==> config.mk <==
export PLATFORM = sky130hd
export DESIGN_NAME = sie_ignition_detector
export DESIGN_NICKNAME = d
export VERILOG_FILES = /design/src/rtl/sie_ignition_detector_pkg.sv /design/src/rtl/sie_ignition_detector.sv
export SDC_FILE = /design/constraint.sdc
export NUM_CORES = 1
export LEC_CHECK = 0
export CAP_MARGIN = 0
export CORE_MARGIN = 1
export CORE_UTILIZATION = 50
export CTS_BUF_LIST = sky130_fd_sc_hd__clkbuf_8
export CTS_CLUSTER_SIZE = 12
export DETAILED_ROUTE_END_ITERATION = 10
export GPL_TIMING_DRIVEN = 0
export HOLD_SLACK_MARGIN = 0.06
export PLACE_DENSITY = 0.8
export SYNTH_ARGS = -nofsm -noshare
export SYNTH_HDL_FRONTEND = slang
export SYNTH_SLANG_ARGS = --single-unit
==> constraint.sdc <==
create_clock -name clk -period 3.2 [get_ports clk]
set_clock_uncertainty 0.15 [all_clocks]
set_input_delay 0.48 -clock clk [delete_from_list [all_inputs] [get_ports clk]]
set_output_delay 0.48 -clock clk [all_outputs]
set_load 0.03 [all_outputs]
==> src/rtl/sie_ignition_detector_pkg.sv <==
// ============================================================================
// sie_ignition_detector_pkg
// Shared Q14 fixed-point constants and ignition FSM encoding.
// Rev 1.0
// ============================================================================
`default_nettype none

package sie_ignition_detector_pkg;

    localparam int Q14_FRAC = 14;
    localparam int Q14_ONE  = 16384;
    localparam int Q14_HALF = 8192;
    localparam int Q14_0P4  = 6554;

    typedef enum logic [1:0] {
        ST_IDLE       = 2'd0,
        ST_ONSET      = 2'd1,
        ST_IGNITED    = 2'd2,
        ST_REFRACTORY = 2'd3
    } ign_state_e;

endpackage

`default_nettype wire

==> src/rtl/sie_ignition_detector.sv <==
// ============================================================================
// sie_ignition_detector
// Hysteretic ignition detector on smoothed bicoherence with one-entry skid record.
// Rev 1.0
// ============================================================================
`default_nettype none

module sie_ignition_detector
    import sie_ignition_detector_pkg::*;
#(
    parameter int WIDTH      = 18,
    parameter int ON_THRESH  = Q14_HALF,
    parameter int OFF_THRESH = Q14_0P4,
    parameter int MIN_ON     = 4,
    parameter int REFRACT    = 16,
    parameter int DUR_W      = 16
) (
    input  logic             clk,
    input  logic             rst,
    input  logic             clk_en,
    input  logic [WIDTH-1:0] bicoherence,
    output logic             ignition,
    output logic             evt_valid,
    input  logic             evt_ready,
    output logic [WIDTH-1:0] evt_peak,
    output logic [DUR_W-1:0] evt_duration,
    output logic [15:0]      evt_count,
    output logic             evt_dropped
);

    localparam int ONW  = (MIN_ON  > 1) ? $clog2(MIN_ON)  : 1;
    localparam int REFW = (REFRACT > 1) ? $clog2(REFRACT) : 1;

    localparam logic signed [WIDTH-1:0] c_on_thr  = WIDTH'(ON_THRESH);
    localparam logic signed [WIDTH-1:0] c_off_thr = WIDTH'(OFF_THRESH);

    ign_state_e              r_state, w_state_nxt;
    logic [ONW-1:0]          r_onset_cnt, w_onset_nxt;
    logic [REFW-1:0]         r_refr_cnt, w_refr_nxt;
    logic signed [WIDTH-1:0] r_peak, w_peak_nxt;
    logic [DUR_W-1:0]        r_dur, w_dur_nxt;
    logic                    w_complete;
    logic                    r_ignition;

    logic                    r_evt_valid;
    logic [WIDTH-1:0]        r_evt_peak;
    logic [DUR_W-1:0]        r_evt_dur;
    logic [15:0]             r_evt_count;
    logic                    r_evt_dropped;

    logic signed [WIDTH-1:0] w_sample;
    logic                    w_above_on;
    logic                    w_above_off;

    assign w_sample    = $signed(bicoherence);
    assign w_above_on  = (w_sample >= c_on_thr);
    assign w_above_off = (w_sample >= c_off_thr);

    always_comb begin
        w_state_nxt = r_state;
        w_onset_nxt = r_onset_cnt;
        w_refr_nxt  = r_refr_cnt;
        w_peak_nxt  = r_peak;
        w_dur_nxt   = r_dur;
        w_complete  = 1'b0;
        if (clk_en) begin
            case (r_state)
                ST_IDLE: begin
                    if (w_above_on) begin
                        if (MIN_ON == 1) begin
                            w_state_nxt = ST_IGNITED;
                            w_peak_nxt  = w_sample;
                            w_dur_nxt   = DUR_W'(1);
                        end else begin
                            w_state_nxt = ST_ONSET;
                            w_onset_nxt = ONW'(1);
                        end
                    end
                end
                ST_ONSET: begin
                    if (w_above_on) begin
                        if (r_onset_cnt == ONW'(MIN_ON - 1)) begin
                            w_state_nxt = ST_IGNITED;
                            w_onset_nxt = '0;
                            w_peak_nxt  = w_sample;
                            w_dur_nxt   = DUR_W'(1);
                        end else begin
                            w_onset_nxt = r_onset_cnt + ONW'(1);
                        end
                    end else begin
                        w_state_nxt = ST_IDLE;
                        w_onset_nxt = '0;
                    end
                end
                ST_IGNITED: begin
                    if (w_above_off) begin
                        if (r_dur != '1) begin
                            w_dur_nxt = r_dur + DUR_W'(1);
                        end
                        if (w_sample > r_peak) begin
                            w_peak_nxt = w_sample;
                        end
                    end else begin
                        // The falling sample is not part of the event.
                        w_state_nxt = ST_REFRACTORY;
                        w_refr_nxt  = '0;
                        w_complete  = 1'b1;
                    end
                end
                ST_REFRACTORY: begin
                    if (r_refr_cnt == REFW'(REFRACT - 1)) begin
                        w_state_nxt = ST_IDLE;
                        w_refr_nxt  = '0;
                    end else begin
                        w_refr_nxt = r_refr_cnt + REFW'(1);
                    end
                end
                default: begin
                    w_state_nxt = ST_IDLE;
                end
            endcase
        end
    end

    always_ff @(posedge clk or posedge rst) begin
        if (rst) begin
            r_state     <= ST_IDLE;
            r_onset_cnt <= '0;
            r_refr_cnt  <= '0;
            r_peak      <= '0;
            r_dur       <= '0;
            r_ignition  <= 1'b0;
        end else begin
            r_state     <= w_state_nxt;
            r_onset_cnt <= w_onset_nxt;
            r_refr_cnt  <= w_refr_nxt;
            r_peak      <= w_peak_nxt;
            r_dur       <= w_dur_nxt;
            r_ignition  <= (w_state_nxt == ST_IGNITED);
        end
    end

    // Skid register: a completion may overwrite only a slot that is empty or
    // being drained on this very edge.
    always_ff @(posedge clk or posedge rst) begin
        if (rst) begin
            r_evt_valid   <= 1'b0;
            r_evt_peak    <= '0;
            r_evt_dur     <= '0;
            r_evt_count   <= '0;
            r_evt_dropped <= 1'b0;
        end else begin
            if (w_complete) begin
                r_evt_count <= r_evt_count + 16'd1;
                if (!r_evt_valid || evt_ready) begin
                    r_evt_valid <= 1'b1;
                    r_evt_peak  <= r_peak;
                    r_evt_dur   <= r_dur;
                end else begin
                    r_evt_dropped <= 1'b1;
                end
            end else if (r_evt_valid && evt_ready) begin
                r_evt_valid <= 1'b0;
            end
        end
    end

    assign ignition     = r_ignition;
    assign evt_valid    = r_evt_valid;
    assign evt_peak     = r_evt_peak;
    assign evt_duration = r_evt_dur;
    assign evt_count    = r_evt_count;
    assign evt_dropped  = r_evt_dropped;

endmodule

`default_nettype wire

* Word level (Yosys, flattened, before mapping)
Index checks and enable logic that the tools add are counted.
** Word-level totals
- Bits in registers :: 95
- Input bits :: 22
- Output and inout port bits :: 53
- Word-level logic and storage cells :: 79
** Operators by class
- Add/subtract/negate cells :: 4
- Magnitude comparators :: 3
- Eq/ne operators :: 15
- Muxes and demuxes :: 30
- Bitwise logic cells :: 1
- Reduce and logical (&&, ||, !) cells :: 15
** Operators by type and width (count)
- two-way mux 18 bit :: 4
- two-way mux 16 bit :: 4
- case mux 18 bit (2 select lines) :: 1
- adder 16 x 1 -> 16 bit (second input constant) :: 2
- case mux 16 bit (2 select lines) :: 1
- greater-or-equal comparator 18 x 14 -> 1 bit (second input constant) :: 1
- greater-or-equal comparator 18 x 15 -> 1 bit (second input constant) :: 1
- > comparator 18 bit :: 1
- two-way mux 2 bit :: 9
- != test 16 bit (second input constant) :: 1
- != test 2 bit (second input constant) :: 7
- AND reduction 6 bit :: 2
- == test 2 bit (second input constant) :: 4
- two-way mux 4 bit :: 2
- case mux 2 bit (4 select lines) :: 1
- case mux 4 bit (2 select lines) :: 1
- nonzero test 2 bit :: 4
- two-way mux 1 bit :: 6
- AND reduction 2 bit :: 3
- AND reduction 3 bit :: 2
- adder 4 x 1 -> 4 bit (second input constant) :: 1
- == test 4 bit (second input constant) :: 1
- case mux 2 bit (2 select lines) :: 1
- adder 2 x 1 -> 2 bit (second input constant) :: 1
- 7 further kinds :: 7

* Logic depth before layout (Yosys ltp)
Gate-level depths: netlist (run 1).
- Depth in word-level cells :: 6
- Depth in mapped cells :: 10
- Mapped depth without buffers :: 8

* Worst setup path after synthesis (run 1)
No wires, ideal clock.
- Kind :: input port to flip-flop
- Start point :: input port bicoherence[2]
- End point :: register r_evt_dur[0] (netlist: evt_duration[0])
- Library setup time :: 0.128 ns
- Arrival :: 2.236 ns
- Data required time :: 2.922 ns
- Slack :: 0.687 ns
- Cell stages on the path :: 7
- Buffers on the path :: 2
- Cells stage by stage :: o211a_1 > o311a_1 > nor4_4 > and2b_1 > buf_4 > buf_6 > mux2_1
** On the way
- Longest elaborated chain between the ends :: 5
** Ends and longest elaborated chain
- start, declared :: RTL line sie_ignition_detector.sv:21 : input logic [WIDTH-1:0] bicoherence,
- greater-or-equal comparator 18 x 14 -> 1 bit :: RTL line sie_ignition_detector.sv:57 : assign w_above_off = (w_sample >= c_off_thr);
- two-way mux 1 bit :: RTL line sie_ignition_detector.sv:96 : if (w_above_off) begin
- two-way mux 1 bit :: RTL line sie_ignition_detector.sv:67 : case (r_state)
- two-way mux 1 bit :: RTL line sie_ignition_detector.sv:66 : if (clk_en) begin
- AND reduction 2 bit (no line)
- end signal, assigned :: RTL line sie_ignition_detector.sv:158 : r_evt_dur <= r_dur;
- end, declared :: RTL line sie_ignition_detector.sv:47 : logic [DUR_W-1:0] r_evt_dur;
Every way passes these cells.
A chain may end at the register's enable or synchronous reset.

* Worst setup path in the final report (run 1)
- Start point :: input port bicoherence[17]
- End point :: register r_evt_dur[5] (netlist: evt_duration[5])
Same word-level chain as after synthesis.

==> results.yml, run 1 <==
run_status:
  status: "complete, but fails checks"
  failing_checks: "DRC"
worst_setup_path:
  worst-endpoint-required_ns: 3.29
  crit_path_start_kind: "primary input"
  crit_path_max_incr_delay_ns: 0.69
  timing.setup.critical_path_class: "primary input to flip-flop"
  worst_path_max_delay_cell: "clkdlybuf4s50_1"
  worstSetupEndpointType: "flip-flop"
  worstPathArrival_ns: 3.10
  crit_path_cell_trace: "clkdlybuf4s50_1 -> and4b_1 -> o311a_1 -> nor4_4 -> and2b_1 -> buf_4 -> buf_6 -> mux2_1"
  r2r_slack_ns: 0.65
  worst-path-max-fanout: 10
cts:
  worst_skew_pair.late_latency_ns: 0.37
  clkTransAtPathRegs_ns: 0.10
  clkSinkCount: 95
  cts_setup_buffers: 0
  cts_tree: "built"
  post_cts_resize_count: 0
  ctsLongestPathBuffers: 2
  cts-buffers-inserted: 9
  cts_root_buffer: "clkbuf_8"
  cts_max_level: 3
  cts_hold_buffers: 0
floorplan:
  coreArea_sq_um: 8806
  initial_core_util: 0.5217
  die-height_microns: 97.86
  placementRows: 34
  design.portCount: 75
  fp.dieW_microns: 97.86
  die-area_sq_um: 9577
grt:
  number_of_global_route_vias_before_repair: 3222
  grt_start_max_net_pins: 61
  wire_length_of_the_first_global_routing_pass_microns: 15450
  grt.met2_usage: 0.3212
  grt_most_used_layer: "met2"
  grt_antenna_before_repair: 0
  grt_util_met3: 0.03078
  grt.met1_usage: 0.2764
  grt_remaining_overflow: 0
  track_usage: 0.2025
pwr:
  p_leak_nw: 2.664
  power.switching_mw: 1.353
  switching_share: 0.3458
  clock_power_share: 0.218
  intPower_mw: 2.559
  fin_total_pwr_mw: 3.912
  irDropWorstVdd_mv: 0.3074
  combPwrFrac: 0.348
  power.density_cell_area_nw_per_um2: 684.7
  p_seq_frac: 0.435
synthesis:
  synthDominantCellAreaShare: 0.5174
  yosysSeqAreaShare: 0.5174
  post_synth_instance_area_sq_um: 4594
  yosysWarnings: 0
  synth_top_cell_by_area: "dfrtp_1"
  synth.lib_cells_used.distinct: 49
  edff_count_synth: 0
  postSynth.asyncResetShare: 1.000
  synthFlopType: "dfrtp_1"
  postSynthCellCount: 383
  syn_area_per_cell_sq_um: 12.00
  synth_area_leaders: "dfrtp_1 (52%), mux2_1 (7.4%), ha_1 (6.0%)"
  ys_ff_latch: 95
  synth_nets: 427
sta:
  rsz0062_at_grt: "false"
  hold-worst-slack_ns: 0.3263
  final-max-slew-violation-count: 0
  timing_worst_slew_pin_value_ns: 0.7667
  finalSetupViolations: 0
  slew-limit-headroom: 0.4855
  timing_hold_violations_final: 0
  min_period_ns: 3.013
  post-route-period-util: 0.9417
  fmaxAchievable_ghz: 0.3319
finish:
  final_layout_size_suffix_gt1_frac: 0.1160
  fillers: 679
  final_nets: 513
  area_growth_syn_to_layout_pct: 24.35
  diodes: 0
route:
  drtPass1Iterations: 7
  post-route-drc-count: 8
  drt_iter0_markers: 115
  antenna_left: 0
  avgRoutedWirePerCell_microns: 15.38
  via_per_inst: 5.450
  routed-via-count: 3172
  wl_microns: 8954
placement:
  finalWeightedCongestion: 0.8083
  half_perimeter_wire_length_after_placement_microns: 6371
  portBuffers: 74
hold_path:
  hold_class: "primary input to asynchronous set/reset pin"
job:
  max-cap-violations: 0
## worst paths after layout
check,depth (start not counted),from,to
max in group asynchronous,3,rst,evt_duration[1]$_DFFE_PP0P_
setup reg to reg,9,r_peak[7]$_DFFE_PP0P_,r_peak[10]$_DFFE_PP0P_
min in group clk,1,evt_count[15]$_DFFE_PP0P_,evt_count[15]$_DFFE_PP0P_
hold reg to reg,1,evt_count[15]$_DFFE_PP0P_,evt_count[15]$_DFFE_PP0P_
setup / recovery,8,bicoherence[17],evt_duration[5]$_DFFE_PP0P_
hold / removal,2,rst,evt_peak[5]$_DFFE_PP0P_
## power by group through the flow
stage                     Combinational (mW)  Clock (mW)  Sequential [mW]
final                                   1.36       0.852             1.70
after global routing                    1.49       0.924             1.74
after CTS                               1.37       0.875             1.70
after detailed placement                1.36           0             1.72
after global placement                  1.32           0             1.71
after floorplan                        0.628           0             1.95
## metrics by stage
step | instance area (sq um) | TNS (ns) | util | instances | setup slack, ns
after floorplan | 4594 | 0 | - | 383 | 0.09298
after global placement | 5470 | -126.62 | 0.6212 | 565 | -1.289
after detailed placement | 5500 | -5.815 | 0.6246 | 566 | -0.2027
after CTS | 5713 | 0 | 0.6488 | 582 | 0.1788
after global routing | 5713 | 0 | 0.6488 | 582 | 0.04830
final | 5713 | 0 | 0.6488 | 582 | 0.1867
## critical path, delay by kind of cell
kind            cells  cell delay (ns)
simple gates        3             1.06
buf+inv             3             1.04
mux                 1             0.34
compound gates      1             0.19
## flip-flops by register name (all words and copies together) (netlist names)
register	flops
ignition	1
r_refr_cnt	4
evt_count	16
r_dur	16
evt_valid	1
r_state	2
evt_peak	18
evt_dropped	1
r_onset_cnt	2
r_peak	18
evt_duration	16
## layout by cell type (no fill, tap or decap), drive strengths merged, types with 4 or more instances in the layout
master         count
a21o               8
a21oi              9
and3              11
and4               4
buf               11
clkbuf            12
clkdlybuf4s50     74
dfrtp             95
ha                22
inv               24
mux2              52
nand2             11
nand3             19
nand4             12
nor2              21
nor3               6
nor4               9
o21ai              9
xnor2             23
xor2               5
## synthesized netlist by cell type, types with 2 or more instances
cell type,n
dfrtp_1,95
mux2_1,30
inv_1,23
xnor2_1,23
ha_1,22
mux2_2,22
nor2_1,21
nand3_1,19
nand4_1,12
and3_1,11
nand2_1,11
a21o_1,8
a21oi_1,8
o21ai_0,8
nor4_1,7
nor3_1,6
buf_6,5
xor2_1,5
and4_1,4
buf_2,3
clkbuf_1,3
and2_1,2
and2b_1,2
buf_4,2
nand2b_1,2
nor2b_1,2
nor4_4,2
o211ai_1,2
o21a_1,2
o31ai_1,2
## per-layer routing
metal,part of all wire,vias up,wire length (microns)
met4,0.020,0,177
met3,0.033,14,295
met2,0.48,58,4275
met1,0.47,1561,4205
met5,0,-,0
li1,-,1539,-
## layout make-up
| class | count | area [sq um] | share of cell area |
|---|---|---|---|
| Clock buffer | 9 | 123.9 | 0.02168 |
| Timing Repair Buffer | 75 | 768.2 | 0.1345 |
| Buffer | 13 | 97.59 | 0.01708 |
| Clock inverter | 7 | 88.84 | 0.01555 |
| Sequential cell | 95 | 2377 | 0.4161 |
| Multi-Input combinational cell | 252 | 2033 | 0.3559 |
| Inverter | 23 | 88.84 | 0.01555 |
| Tap cell | 108 | 135.1 | 0.02365 |
## logic make-up after synthesis
logic type                 share of synthesized area
and+or+nand+nor                               0.1337
DFF                                           0.5174
muxes                                         0.1296
AOI/OAI and AO/OA                            0.06591
buffers and inverters                        0.04003
xor gates and xnor gates                     0.05338
adders and majority gates                    0.05991
(Power assumes the default switching activity.)
==> inputs of run 2 (changes only) <==
==> constraint.sdc (replaced) <==
create_clock -name clk -period 3.2 [get_ports clk]
set_clock_uncertainty 0.15 [all_clocks]
set_input_delay 0.64 -clock clk [delete_from_list [all_inputs] [get_ports clk]]
set_output_delay 0.64 -clock clk [all_outputs]
set_load 0.03 [all_outputs]
==> run 2 against run 1 <==
The flow still finishes with violations (DRC). Final cell count is 0.52% higher. Fmax down 0.75%. Worst setup slack got worse by 0.023 ns. Total power up 1.5%. Hold slack got worse by 0.00059 ns.
==> results.yml, run 2 (synthesis gave the netlist of run 1 again) <==
worst_setup_path:
  crit_path_cell_trace: "clkdlybuf4s50_1 -> nor4_4 -> nor3b_2 -> and3_1 -> buf_6 -> a2111oi_4 -> a21o_1 -> buf_4 -> buf_6 -> mux2_2"
  worstSetupEndpointType: "flip-flop"
  worst-endpoint-required_ns: 3.30
  rr_startpoint: "r_peak[7]$_DFFE_PP0P_"
  cp.buffers_inverters: 4
  worst-r2r-cell-count: 9
  critical_path.most_common_cell: "buf_6"
  cpLargestDelayFamily: "buffers and inverters"
  r2r_slack_ns: 0.61
  crit_path_start_kind: "primary input"
  r2r-end: "r_peak[10]$_DFFE_PP0P_"
  worst-path-max-fanout: 10
  worst_path_max_delay_cell: "clkdlybuf4s50_1"
  crit_path_max_incr_delay_ns: 0.49
  timing.setup.critical_path_class: "primary input to flip-flop"
  worstPathArrival_ns: 3.14
finish:
  layout.cell_area.non_filler_sq_um: 5761
  area_growth_syn_to_layout_pct: 25.38
  final_common_cell: "dfrtp_1"
  final_layout_size_suffix_gt1_frac: 0.1237
  layout.cells.most_common_list: "dfrtp_1 (95), clkdlybuf4s50_1 (74), mux2_1 (30)"
  diodes: 0
  final_nets: 516
route:
  drtPass1Iterations: 7
  wl_microns: 9139
  avgRoutedWirePerCell_microns: 15.62
  post-route-drc-count: 10
  routed-via-count: 3241
  via_per_inst: 5.540
  antenna_left: 0
  drt_iter0_markers: 89
cts:
  worst_skew_pair.late_latency_ns: 0.36
  cts-buffers-inserted: 9
  cts_max_level: 3
  post_cts_resize_count: 0
  cts_root_buffer: "clkbuf_8"
  cts_hold_buffers: 0
  clkTransAtPathRegs_ns: 0.09
  ctsLongestPathBuffers: 2
  clkSinkCount: 95
  cts_tree: "built"
grt:
  grt_util_met3: 0.02434
  number_of_global_route_vias_before_repair: 3248
  grt_remaining_overflow: 0
  grt_start_max_net_pins: 42
  grt_most_used_layer: "met2"
  grt.met2_usage: 0.3391
  wire_length_of_the_first_global_routing_pass_microns: 15690
  grt.met1_usage: 0.2774
  grt_antenna_before_repair: 0
  track_usage: 0.2047
pwr:
  intPower_mw: 2.612
  p_seq_frac: 0.428
  combPwrFrac: 0.344
  power.switching_mw: 1.359
  switching_share: 0.3422
  power.density_cell_area_nw_per_um2: 689.4
  clock_power_share: 0.227
  p_leak_nw: 2.681
  irDropWorstVdd_mv: 0.3081
placement:
  portBuffers: 74
  finalWeightedCongestion: 0.8051
  placed_cell_area_sq_um: 5514
  half_perimeter_wire_length_after_placement_microns: 6597
sta:
  fmaxAchievable_ghz: 0.3294
  timing_worst_slew_pin_value_ns: 0.9034
  post-route-period-util: 0.9488
  min_period_ns: 3.036
  slew-limit-headroom: 0.3964
  timing_hold_violations_final: 0
  final-max-slew-violation-count: 0
  finalSetupViolations: 0
  rsz0062_at_grt: "false"
  aggregate_negative_setup_slack_ns: 0
job:
  max-cap-violations: 0
hold_path:
  hold_class: "flip-flop to flip-flop"
  whs_endpoint: "r_refr_cnt[3]$_DFFE_PP0P_"
  hold_path.startpoint: "r_refr_cnt[3]$_DFFE_PP0P_"
  worst_hold_path.num_cells: 1
run_status:
  failing_checks: "DRC"
  status: "complete, but fails checks"
floorplan:
  die-height_microns: 97.86
  coreArea_sq_um: 8806
  design.portCount: 75
  fp.dieW_microns: 97.86
  placementRows: 34
  die-area_sq_um: 9577
  initial_core_util: 0.5217
## run 2: per-stage QoR
step	power [mW]	hold slack [ns]	utilization	std cells	setup slack (ns)
global route	4.214	0.3455	0.6542	585	0.04637
finish	3.972	0.3257	0.6542	585	0.1638
CTS	3.998	0.3268	0.6525	583	0.02144
global placement	3.022	0.2993	0.6216	565	-0.3276
detailed placement	3.088	0.3145	0.6262	567	-0.3671
floorplan	2.575	0.2866	-	383	0.5267
## run 2: cell type report
cell class	instances	area, sq um
Tap cell	108	135.1
Multi-Input combinational cell	252	2033
Clock buffer	11	151.4
Inverter	23	90.09
Clock inverter	5	80.08
Fill cell	697	3045
Buffer	13	97.59
Sequential cell	95	2377
Timing Repair Buffer	78	795.8
## run 2: timing repair
item | in CTS | in global routing
buffers inserted | 0 | 2
endpoints found under the setup margin | 0 | 30
endpoints found under the hold margin | 0 | 0
## run 2: worst reg2reg max path, cell delays in order (launching register included)
cell and delay (ns):
dfrtp_1 0.38, inv_1 0.05, ha_1 0.29, a211oi_1 0.27, nor2_1 0.08, o41ai_1 0.40, a21o_1 0.16, buf_4 0.18
buf_6 0.17, mux2_2 0.35
## run 2: worst max path at each step
stage,end,cells past startpoint,start
global placement,evt_peak[5]$_DFFE_PP0P_,8,bicoherence[13]
CTS,evt_peak[4]$_DFFE_PP0P_,8,bicoherence[13]
detailed placement,evt_peak[4]$_DFFE_PP0P_,8,bicoherence[13]
global route,r_peak[10]$_DFFE_PP0P_,10,bicoherence[13]
finish,r_peak[10]$_DFFE_PP0P_,10,bicoherence[13]
floorplan,evt_duration[0]$_DFFE_PP0P_,7,bicoherence[2]
## run 2: power by group through the flow
stage                     clock network [mW]  logic [mW]  registers [mW]
final                                  0.903        1.37            1.70
after global routing                   0.963        1.50            1.75
after CTS                              0.920        1.38            1.70
after detailed placement                   0        1.36            1.72
after global placement                     0        1.32            1.70
after floorplan                            0       0.628            1.95
## run 2: routing by layer
metal  wire (microns)  vias to the layer above
li1                 -                     1534
met1             4197                     1634
met2             4532                       65
met3              307                        8
met4              102                        0
met5                0                        -
==> inputs of run 3 (changes only) <==
--- a/config.mk
+++ b/config.mk
@@ -13,7 +13,8 @@
 export DETAILED_ROUTE_END_ITERATION = 10
 export GPL_TIMING_DRIVEN = 0
 export HOLD_SLACK_MARGIN = 0.06
-export PLACE_DENSITY = 0.8
+export PLACE_DENSITY = 0.79
+export REMOVE_ABC_BUFFERS = 1
 export SYNTH_ARGS = -nofsm -noshare
 export SYNTH_HDL_FRONTEND = slang
 export SYNTH_SLANG_ARGS = --single-unit
==> run 3 against run 2 <==
The run still ends with DRC left. Total power shrank 3.5%. First-iteration DRC count is 29% higher. Via count shrank 1.7%. Register-to-register slack worse by 0.03 ns. Die area stayed put. Worst setup slack improved by 0.0076 ns. Highest routed layer unchanged. Sequential power is essentially flat.
==> results.yml, run 3 (synthesis gave the netlist of run 1 again) <==
route:
  drt_iter0_markers: 115
  routed-via-count: 3187
  wl_microns: 9278
  avgRoutedWirePerCell_microns: 16.22
  via_per_inst: 5.572
  antenna_left: 0
  drtPass1Iterations: 8
  post-route-drc-count: 14
pwr:
  power.density_cell_area_nw_per_um2: 680.2
  p_leak_nw: 2.613
  power.switching_mw: 1.358
  combPwrFrac: 0.344
  fin_total_pwr_mw: 3.833
  p_seq_frac: 0.450
  irDropWorstVdd_mv: 0.3089
  clock_power_share: 0.206
  switching_share: 0.3543
  intPower_mw: 2.475
cts:
  worst_skew_pair.late_latency_ns: 0.37
  cts_max_level: 3
  clkTransAtPathRegs_ns: 0.08
  cts-buffers-inserted: 9
  ctsLongestPathBuffers: 2
  cts_tree: "built"
  clkSinkCount: 95
  cts_root_buffer: "clkbuf_8"
grt:
  grt_antenna_before_repair: 0
  grt_remaining_overflow: 0
  grt_start_max_net_pins: 67
  wire_length_of_the_first_global_routing_pass_microns: 15680
  number_of_global_route_vias_before_repair: 3263
  track_usage: 0.2083
placement:
  finalWeightedCongestion: 0.8249
  portBuffers: 74
  post-place-cells: 553
  half_perimeter_wire_length_after_placement_microns: 6378
sta:
  post-route-period-util: 0.9464
  rsz0062_at_grt: "false"
  aggregate_negative_setup_slack_ns: 0
  timing_worst_slew_pin_value_ns: 0.7434
  finalSetupViolations: 0
  timing_hold_violations_final: 0
  hold-worst-slack_ns: 0.3285
  fmaxAchievable_ghz: 0.3302
  slew-limit-headroom: 0.5011
  final-max-slew-violation-count: 0
  min_period_ns: 3.029
finish:
  final_layout_size_suffix_gt1_frac: 0.1099
  final_core_util: 0.6400
  area_growth_syn_to_layout_pct: 22.66
  diodes: 0
  finish.cell_count_without_fillers: 572
  fillers: 700
  final_nets: 503
  layout.cells.most_common_list: "dfrtp_1 (95), clkdlybuf4s50_1 (74), mux2_1 (30)"
  final_common_cell: "dfrtp_1"
floorplan:
  initial_core_util: 0.5217
  design.portCount: 75
  die-area_sq_um: 9577
  fp.dieW_microns: 97.86
  placementRows: 34
  die-height_microns: 97.86
  coreArea_sq_um: 8806
worst_setup_path:
  worstSetupEndpointType: "flip-flop"
  worst-r2r-cell-count: 6
  worstPathArrival_ns: 3.12
  timing.setup.critical_path_class: "primary input to flip-flop"
  crit_path_start_kind: "primary input"
  worst-endpoint-required_ns: 3.30
  worst-path-max-fanout: 19
run_status:
  status: "complete, but fails checks"
  failing_checks: "DRC"
job:
  max-cap-violations: 0
hold_path:
  worst_hold_path.num_cells: 1
  hold_class: "flip-flop to flip-flop"
run 3: metrics by stage:
step	instance area (sq um)	worst slack, ns
2_1_floorplan	4497	-0.06702
3_3_place_gp	5373	-1.413
3_5_place_dp	5404	-0.7342
4_1_cts	5619	0.0001008
5_1_grt	5635	0.06050
6_report	5635	0.1714
run 3: metal layers:
layer | share of wire | track usage | wire, microns | vias to the layer above
li1 | - | - | - | 1516
met1 | 0.45 | 0.2655 | 4165 | 1588
met2 | 0.49 | 0.3494 | 4547 | 72
met3 | 0.045 | 0.03865 | 418 | 11
met4 | 0.016 | 0.08741 | 146 | 0
met5 | 0 | 0 | 0 | -
run 3: worst max-delay path: stages:
cell and delay, ns:
clkdlybuf4s50_1 0.49, nor4_4 0.49, nor3b_2 0.11, and3_2 0.39, a2111oi_4 0.29, a21o_4 0.33, mux2_2 0.37
run 3: area by class of cell:
class,instances,area (sq um),share of cell area
inverter,23,88.84,0.01576
clock inverter,7,72.57,0.01288
timing repair buffer,77,783.3,0.1390
multi-input combinational,253,2054,0.3646
tap,108,135.1,0.02398
sequential,95,2377,0.4218
clock buffer,9,123.9,0.02198
run 3: final timing paths:
path	slack [ns]	to	from
worst max register to register	0.58	r_peak[15]$_DFFE_PP0P_	r_state[1]$_DFF_PP0_
max in group asynchronous	1.78	evt_peak[15]$_DFFE_PP0P_	rst
worst min-delay path	0.33	evt_dropped$_DFFE_PP0P_	evt_dropped$_DFFE_PP0P_
worst max-delay path	0.17	r_peak[15]$_DFFE_PP0P_	bicoherence[13]
min in group asynchronous	0.47	evt_count[1]$_DFFE_PP0P_	rst
worst min register to register	0.33	evt_dropped$_DFFE_PP0P_	evt_dropped$_DFFE_PP0P_
run 3: power by group through the flow:
stage	Combinational, mW	Sequential, mW	Clock [mW]
2_1_floorplan	0.582	1.97	0
3_3_place_gp	1.26	1.73	0
3_5_place_dp	1.31	1.75	0
4_1_cts	1.33	1.72	0.813
5_1_grt	1.44	1.77	0.855
6_report	1.32	1.72	0.788
run 3: repair_timing:
action	CTS	global route
cloned	1	0
hold buffers	0	0
resized for setup	5	1
endpoints found under the setup margin	52	51
pin swaps	0	1
buffers inserted	0	2
